**config.mk**
```make
export PLATFORM = sky130hd
export DESIGN_NAME = fdtd_probe_capture
export DESIGN_NICKNAME = d
export VERILOG_FILES = /design/src/rtl/fdtd_probe_pkg.sv /design/src/rtl/fdtd_probe_sfifo.sv /design/src/rtl/fdtd_probe_capture.sv
export SDC_FILE = /design/constraint.sdc
export NUM_CORES = 1
export LEC_CHECK = 0
export CAP_MARGIN = 5
export CORE_MARGIN = 10
export CORE_UTILIZATION = 45
export CTS_CLUSTER_SIZE = 30
export DETAILED_ROUTE_END_ITERATION = 10
export GPL_TIMING_DRIVEN = 0
export PLACE_DENSITY = 0.6
export SLEW_MARGIN = 30
export SYNTH_ARGS = -nofsm -noshare
export SYNTH_HDL_FRONTEND = slang
export SYNTH_SLANG_ARGS = --single-unit
```
**constraint.sdc**
```tcl
create_clock -name ACLK -period 6 [get_ports ACLK]
set_input_delay 1.8 -clock ACLK [delete_from_list [all_inputs] [get_ports ACLK]]
set_output_delay 1.8 -clock ACLK [all_outputs]
set_load 0.1 [all_outputs]
```
**src/rtl/fdtd_probe_pkg.sv**
```systemverilog
// Shared types and default sizing for the FDTD field probe capture block.
package fdtd_probe_pkg;

  localparam int unsigned DATA_WIDTH_DEF = 32;
  localparam int unsigned IDX_WIDTH_DEF  = 15;
  localparam int unsigned STEP_WIDTH_DEF = 8;
  localparam int unsigned DEPTH_DEF      = 16;

  typedef enum logic [1:0] {
    IDLE  = 2'd0,
    ARMED = 2'd1,
    HOLD  = 2'd2
  } probe_state_t;

  // Capture FIFO entry layout at default widths: step in the upper bits.
  typedef struct packed {
    logic [STEP_WIDTH_DEF-1:0] step;
    logic [DATA_WIDTH_DEF-1:0] data;
  } probe_entry_t;

endpackage

```
**src/rtl/fdtd_probe_sfifo.sv**
```systemverilog
// Synchronous FIFO with flush; head is presented from registered storage.
module fdtd_probe_sfifo #(
  parameter int unsigned WIDTH = 40,
  parameter int unsigned DEPTH = 16,
  localparam int unsigned AW   = $clog2(DEPTH),
  localparam int unsigned CW   = AW + 1
) (
  input  logic             clk,
  input  logic             rst,
  input  logic             clr,
  input  logic             push,
  input  logic             pop,
  input  logic [WIDTH-1:0] wdata,
  output logic [WIDTH-1:0] rdata_c,
  output logic [CW-1:0]    count,
  output logic             full,
  output logic             empty,
  output logic             drop_c
);

  logic [WIDTH-1:0] mem [DEPTH];
  logic [AW-1:0]    wr_ptr_q;
  logic [AW-1:0]    rd_ptr_q;
  logic [CW-1:0]    count_q;
  logic [CW-1:0]    count_d;
  logic             full_q;
  logic             empty_q;
  logic             do_push;
  logic             do_pop;

  // A pop frees a slot in the same cycle, so push-while-full succeeds with a pop.
  always_comb begin
    do_pop  = pop & ~empty_q;
    do_push = push & (~full_q | do_pop);
    drop_c  = push & ~do_push;
    count_d = count_q;
    case ({do_push, do_pop})
      2'b10:   count_d = count_q + CW'(1);
      2'b01:   count_d = count_q - CW'(1);
      default: count_d = count_q;
    endcase
  end

  always_ff @(posedge clk) begin
    if (rst || clr) begin
      wr_ptr_q <= '0;
      rd_ptr_q <= '0;
      count_q  <= '0;
      empty_q  <= 1'b1;
      full_q   <= 1'b0;
    end else begin
      if (do_push) wr_ptr_q <= wr_ptr_q + AW'(1);
      if (do_pop)  rd_ptr_q <= rd_ptr_q + AW'(1);
      count_q <= count_d;
      empty_q <= (count_d == '0);
      full_q  <= (count_d == CW'(DEPTH));
    end
  end

  always_ff @(posedge clk) begin
    if (do_push && !clr && !rst) mem[wr_ptr_q] <= wdata;
  end

  assign rdata_c = empty_q ? '0 : mem[rd_ptr_q];
  assign count   = count_q;
  assign full    = full_q;
  assign empty   = empty_q;

endmodule

```
**src/rtl/fdtd_probe_capture.sv**
```systemverilog
// Captures one Ez sample per FDTD time step at a probed cell into a FIFO.
module fdtd_probe_capture
  import fdtd_probe_pkg::*;
#(
  parameter int unsigned DATA_WIDTH = DATA_WIDTH_DEF,
  parameter int unsigned IDX_WIDTH  = IDX_WIDTH_DEF,
  parameter int unsigned STEP_WIDTH = STEP_WIDTH_DEF,
  parameter int unsigned DEPTH      = DEPTH_DEF,
  localparam int unsigned CW        = $clog2(DEPTH) + 1
) (
  input  logic                  ACLK,
  input  logic                  ARESET,
  input  logic                  start_i,
  input  logic                  abort_i,
  input  logic                  clr_i,
  input  logic [STEP_WIDTH-1:0] num_steps_i,
  input  logic [IDX_WIDTH-1:0]  sample_point_i,
  input  logic [CW-1:0]         thresh_i,
  input  logic                  ez_valid_i,
  input  logic [IDX_WIDTH-1:0]  ez_idx_i,
  input  logic [DATA_WIDTH-1:0] ez_data_i,
  input  logic                  step_end_i,
  input  logic                  rd_en_i,
  output logic [DATA_WIDTH-1:0] rd_data_o,
  output logic [STEP_WIDTH-1:0] rd_step_o,
  output logic [CW-1:0]         count_o,
  output logic                  empty_o,
  output logic                  full_o,
  output logic                  busy_o,
  output logic                  done_o,
  output logic                  overflow_o,
  output logic                  miss_o,
  output logic                  int_o
);

  localparam int unsigned EW = STEP_WIDTH + DATA_WIDTH;

  typedef struct packed {
    logic [STEP_WIDTH-1:0] step;
    logic [DATA_WIDTH-1:0] data;
  } entry_t;

  probe_state_t          state_q, state_d;
  logic [STEP_WIDTH-1:0] step_q, step_d;
  logic [STEP_WIDTH-1:0] num_q, num_d;
  logic                  done_q, done_d;
  logic                  miss_q, miss_d;
  logic                  busy_q;
  logic                  ovf_q;
  logic                  int_q;
  logic                  capture_c;
  entry_t                wr_entry;
  entry_t                head_c;
  logic                  drop_c;

  // Abort outranks a capture in the same cycle.
  assign capture_c = (state_q == ARMED) && ez_valid_i &&
                     (ez_idx_i == sample_point_i) && !abort_i;

  always_ff @(posedge ACLK) begin
    if (ARESET) begin
      state_q <= IDLE;
      step_q  <= '0;
      num_q   <= '0;
      done_q  <= 1'b0;
      miss_q  <= 1'b0;
      busy_q  <= 1'b0;
    end else begin
      state_q <= state_d;
      step_q  <= step_d;
      num_q   <= num_d;
      done_q  <= done_d;
      miss_q  <= miss_d;
      busy_q  <= (state_d != IDLE);
    end
  end

  // num_q of zero makes num_q-1 all ones, giving a 2^STEP_WIDTH step run.
  always_comb begin
    state_d = state_q;
    step_d  = step_q;
    num_d   = num_q;
    done_d  = 1'b0;
    miss_d  = miss_q;
    if (abort_i) begin
      state_d = IDLE;
    end else begin
      case (state_q)
        IDLE: begin
          if (start_i) begin
            state_d = ARMED;
            step_d  = '0;
            num_d   = num_steps_i;
          end
        end
        ARMED, HOLD: begin
          if (capture_c) state_d = HOLD;
          if (step_end_i) begin
            if (state_q == ARMED && !capture_c) miss_d = 1'b1;
            if (step_q == num_q - STEP_WIDTH'(1)) begin
              state_d = IDLE;
              done_d  = 1'b1;
            end else begin
              step_d  = step_q + STEP_WIDTH'(1);
              state_d = ARMED;
            end
          end
        end
        default: state_d = IDLE;
      endcase
    end
    if (clr_i) miss_d = 1'b0;
  end

  always_comb begin
    wr_entry.step = step_q;
    wr_entry.data = ez_data_i;
  end

  fdtd_probe_sfifo #(
    .WIDTH (EW),
    .DEPTH (DEPTH)
  ) u_sfifo (
    .clk     (ACLK),
    .rst     (ARESET),
    .clr     (clr_i),
    .push    (capture_c),
    .pop     (rd_en_i),
    .wdata   (wr_entry),
    .rdata_c (head_c),
    .count   (count_o),
    .full    (full_o),
    .empty   (empty_o),
    .drop_c  (drop_c)
  );

  // Sticky overflow and the threshold/done interrupt.
  always_ff @(posedge ACLK) begin
    if (ARESET) begin
      ovf_q <= 1'b0;
      int_q <= 1'b0;
    end else begin
      if (clr_i)       ovf_q <= 1'b0;
      else if (drop_c) ovf_q <= 1'b1;
      int_q <= ((thresh_i != '0) && (count_o >= thresh_i)) || done_q;
    end
  end

  assign rd_data_o  = head_c.data;
  assign rd_step_o  = head_c.step;
  assign busy_o     = busy_q;
  assign done_o     = done_q;
  assign overflow_o = ovf_q;
  assign miss_o     = miss_q;
  assign int_o      = int_q;

endmodule
```
After elaboration in Yosys (flattened, before gate mapping)
Memories as Yosys holds them, arrays and structs flattened. A register that Yosys moved wholly into a read port is not among the register bits.
Cells that the tools add are included.
- input bits: 83
- memories kept: 1
- bits in registers: 38
- memory bits (writable): 640
- output and inout bits: 52
- memory list (memory ; depth ; bits a word ; rd ports ; clocked after memory_dff ; wr ports ; line ; source):
    u_sfifo.mem ; 16 ; 40 ; 1 ; 1 ; 1 ; fdtd_probe_sfifo.sv:21 ; logic [WIDTH-1:0] mem [DEPTH];
- reduce and logical (&&, ||, !) cells: 24
- bitwise logic cells: 10
- $add $sub $neg: 6
- muxes and demuxes: 17
- eq/ne operators: 10
- order comparisons: 1
- operator list (cell ; count):
    $mux W40 ; 1
    $mux W8 ; 3
    $pmux W8 S2 ; 1
    $eq A15 B15 Y1 ; 1
    $pmux W5 S2 ; 1
    $add A4 B1 Y4 const B ; 2
    $add A8 B1 Y8 const B ; 1
    $eq A8 B8 Y1 ; 1
    $mux W2 ; 4
    $mux W4 ; 2
    $sub A8 B1 Y8 const B ; 1
    $logic_and A1 B1 Y1 ; 7
    $ne A2 B2 Y1 const B ; 3
    $not A1 Y1 ; 6
    $add A5 B1 Y5 const B ; 1
    $eq A5 B5 Y1 const B ; 1
    $ge A5 B5 Y1 ; 1
    $logic_not A5 Y1 ; 1
    $reduce_and A5 Y1 ; 1
    $reduce_bool A5 Y1 ; 1
    $sub A5 B1 Y5 const B ; 1
    $eq A2 B1 Y1 const B ; 2
    $eq A2 B2 Y1 const B ; 2
    $logic_not A1 Y1 ; 4
    other kinds (11) ; 19

Longest topological paths before layout
- depth after elaboration: 9
- gate-level depth with buffers: 18
- gate-level depth less buffers: 16

Hierarchy
Synthesis repeated with hierarchy kept, for this count alone.
- cell total of the unflattened synthesis: 1263
- area, all modules: 26994.6 µm²
- modules (own cells, without submodules) (module ; cells an instance ; sequential area each (µm²) ; area each (µm²) ; times used):
    fdtd_probe_sfifo ; 1060 ; 19598.8 ; 25276.7 ; 1
    fdtd_probe_capture ; 203 ; 460.4 ; 1717.9 ; 1

Worst setup path after synthesis
No wires, ideal clock.
- path type: input port to flip-flop
- start: input port abort_i
- end: memory u_sfifo.mem[12][0], enable pin
- cell stages on the path: 7
- path buffers: 1
- arrival time: 4725 ps
- setup slack: 837 ps
- cells stage by stage: and3b_1 > nand4_1 > nor4_2 > and2_0 > buf_2 > nand2_1 > nor2_1
- longest elaborated chain between the ends: 7
- ends and longest elaborated chain (what ; line ; source):
    start: declaration ; fdtd_probe_capture.sv:14 ; input logic abort_i,
    $logic_not A1 Y1 ; fdtd_probe_capture.sv:58 ; (ez_idx_i == sample_point_i) && !abort_i;
    $logic_and A1 B1 Y1 ; fdtd_probe_capture.sv:58 ;
    $and A1 B1 Y1 ; fdtd_probe_sfifo.sv:34 ; do_push = push & (~full_q | do_pop);
    $logic_and A1 B1 Y1 (2 in series) ; fdtd_probe_sfifo.sv:61 ; if (do_push && !clr && !rst) mem[wr_ptr_q] <= wdata;
    $mux W1 ; fdtd_probe_sfifo.sv:61 ;
    $mux W1 (implied by the code) ; fdtd_probe_sfifo.sv:61 ;
    end: declaration ; fdtd_probe_sfifo.sv:21 ;
No other way between the ends.

==> impl_metrics.ini <==
[sta]
setup_violations = 0
period_share_pct = 96.9
hold_viol = 0
worst_slew_pin_slew_ns = 1.01
relSlewSlack_pct = 32.7
fin_setup_tns_ns = 0
fmax_ghz = 0.172
min_period_ns = 5.81
slew_violations = 0
rsz0062_at_grt = no
finClkSkew_ns = 0.0334

[grt]
grt_pass1_vias = 13936
use_met3_pct = 3.89
met1_usage_pct = 23.1
gr-total-overflow = 0
grt_first_pass_wirelength_um = 92300
top_usage_layer = met2
grt_use_met2_pct = 30.7
grt_max_degree = 23
grt_use_total_pct = 17.9
antenna_found_initial = 2

[power]
ir_drop_mv = 0.208
leakagePower_nw = 10.6
p_per_area_mw_per_mm2 = 295

[yosys]
synthFlopType = edfxtp_1
ys_ff_latch = 682
synth_cells = 1236
synth_common_cells = edfxtp_1, mux4_2, nor2_1
synth_async_sr_flop_share_pct = 0
yosysUniqueCellTypes = 48
avgSynthCellArea_um2 = 21.7
syn-num-nets = 1338
synthTopCellsByArea = edfxtp_1, mux4_2, dfxtp_1, nor2b_1, ha_1
ys_warn_count = 0
synth_edf_count = 640
ys_seq_area_share_pct = 74.9
synth_top_cell_by_area = edfxtp_1
synth.most_common_cell = edfxtp_1
syn_area_mm2 = 0.0268
yosys.area.top_type_share_pct = 71.8

[die]
fp.coreArea_mm2 = 0.0590
core.rowCount = 89
die_h_um = 264
fp.dieArea_mm2 = 0.0697
ios = 135
start_util_pct = 45.4
fp.dieW_um = 264

[critical_path]
cpPeakStageDelay_ns = 0.92
cp_max_fo = 10
crit_path_start_kind = flop
cp_data_required_time_ns = 4.20
cp-end-kind = output pin
crit_chain = clkbuf_1, clkbuf_1, clkbuf_2, mux4_2, mux4_2, nor2b_1, dlygate4sd2_1
cp_top_family = buffers and inverters
arrival_ns = 4.01
critical_path_class = flop to output pin
path_buf_inv = 4
crit_path_top_delay_cell = dlygate4sd2_1

[placed_design]
port_buffers = 134
dp.cells = 2190
gp_congestion = 0.733
dpl.hpwl_um = 40000

[clock_network]
root_buffer = clkbuf_16
cts_tree = yes
path_clk_slew_ns = 0.06
htree_levels = 3
cts_num_sinks = 682
clkLatencyLatePin_ns = 0.61
clock_tree.buffer_depth = 3
cts_buffers = 72

[final_layout]
synthToLayoutAreaGrowth_pct = 22.1
drive_gt1_share_pct = 26.8
nNetsFinal = 1593
layoutNonFillerInstCount = 2321

[routing]
ant_nets = 0
vias = 13067
drt-total-wl_um = 62400
via_per_inst = 5.63
drt_iter0_markers = 1165
route.detailed.drc = 0
routedWlPerCell_um = 26.9
first_pass_iters = 5

[run_status]
status = finished, final reports clean

[flow_run]
maxCapViolCount = 0

[min_path]
hold_path.class = flop to flop
==> worst paths after layout <==
path / start / end / slack, ns / depth (start not counted)
max: flop / rd_data_o[1] / 0.19 / 7
min: miss_o$_SDFFE_PP0P_ / miss_o$_SDFFE_PP0P_ / 0.49 / 2
max reg2reg: state_q[1]$_SDFF_PP0_ / u_sfifo.empty$_SDFF_PP1_ / 1.92 / 18
min reg2reg: miss_o$_SDFFE_PP0P_ / miss_o$_SDFFE_PP0P_ / 0.49 / 2
==> layout make-up <==
class / instances / area [µm²]
timing repair buffer: 181 / 2530
tap: 773 / 967
multi-input combinational: 477 / 6510
clock buffer: 87 / 1910
buffer: 60 / 288
clock inverter: 43 / 370
fill: 4483 / 26300
antenna: 1 / 2.50
inverter: 17 / 63.8
sequential: 682 / 20100
==> layout by cell type (no fill, tap or decap), types with 15 or more instances in the layout <==
cell type / synthesis / routed
a21oi_1: 15 / 15
buf_16: 0 / 43
buf_2: 18 / 24
clkbuf_1: 34 / 36
clkbuf_16: 0 / 74
clkdlybuf4s50_1: 0 / 93
clkinv_1: 0 / 16
clkinv_2: 0 / 16
dfxtp_1: 42 / 42
dlygate4sd2_1: 0 / 36
edfxtp_1: 640 / 640
ha_1: 19 / 19
inv_1: 17 / 17
mux4_2: 200 / 200
nand2_1: 21 / 21
nor2_1: 47 / 31
nor2_4: 0 / 16
nor2b_1: 43 / 43
xnor2_1: 23 / 23
==> repair_timing <==
action	4_1_cts	5_1_grt
setup buffers	0	0
setup endpoints to repair	38	4
hold buffers	0	0
resized for setup	45	4
cloned	0	0
endpoints found under the hold margin	0	0
==> power breakdown <==
part | internal [mW] | switching, mW
combinational | 0.0736 | 0.0847
clock | 2.53 | 1.78
sequential | 5.19 | 0.00539
total | 7.79 | 1.87
==> state kept, by name (all words and copies together) (netlist names), 2 cells and up, named ones only <==
| register | flops |
|---|---|
| state_q | 2 |
| step_q | 8 |
| u_sfifo.mem | 640 |
| num_q | 8 |
| u_sfifo.wr_ptr_q | 4 |
| u_sfifo.count | 5 |
| u_sfifo.rd_ptr_q | 4 |
==> worst reg2reg max path, delay by kind of cell (launching register included) <==
kind,cells,cell delay [ns]
AOI/OAI and AO/OA,5,0.76
adders and majority gates,3,0.60
and+or+nand+nor,5,1.58
DFF,1,0.31
xor gates and xnor gates,1,0.20
buffers and inverters,4,0.53
==> layer usage <==
metal / part of all wire [%] / routed length [µm]
met1: 41 / 25500
met2: 51 / 31900
met3: 6.2 / 3890
met4: 1.8 / 1150
met5: 0.014 / 9
==> stage by stage <==
stage | instance area (µm²) | setup slack (ns) | power (mW) | util, % | hold slack [ns]
2_1_floorplan | 26800 | 0.837 | 5.34 | - | 0.468
3_3_place_gp | 29100 | -2.74 | 5.44 | 49.3 | 0.457
3_5_place_dp | 30500 | 0.133 | 5.45 | 51.6 | 0.482
4_1_cts | 32700 | 0.00813 | 9.74 | 55.4 | 0.498
5_1_grt | 32700 | 0.0457 | 9.95 | 55.4 | 0.550
6_report | 32700 | 0.188 | 9.66 | 55.4 | 0.494
==> cells by family (layout without fill, tap and decap cells) <==
kind of cell,after synthesis,after routing,share of synthesized area [%]
other cells,0,1,0
fa+ha+maj,19,19,0.888
xor+xnor,35,35,1.14
mux,212,212,17.3
buf+inv,77,388,1.25
simple gates,163,163,3.31
compound gates,48,48,1.25
flops,682,682,74.9
Power figures use the tool's default switching activity.
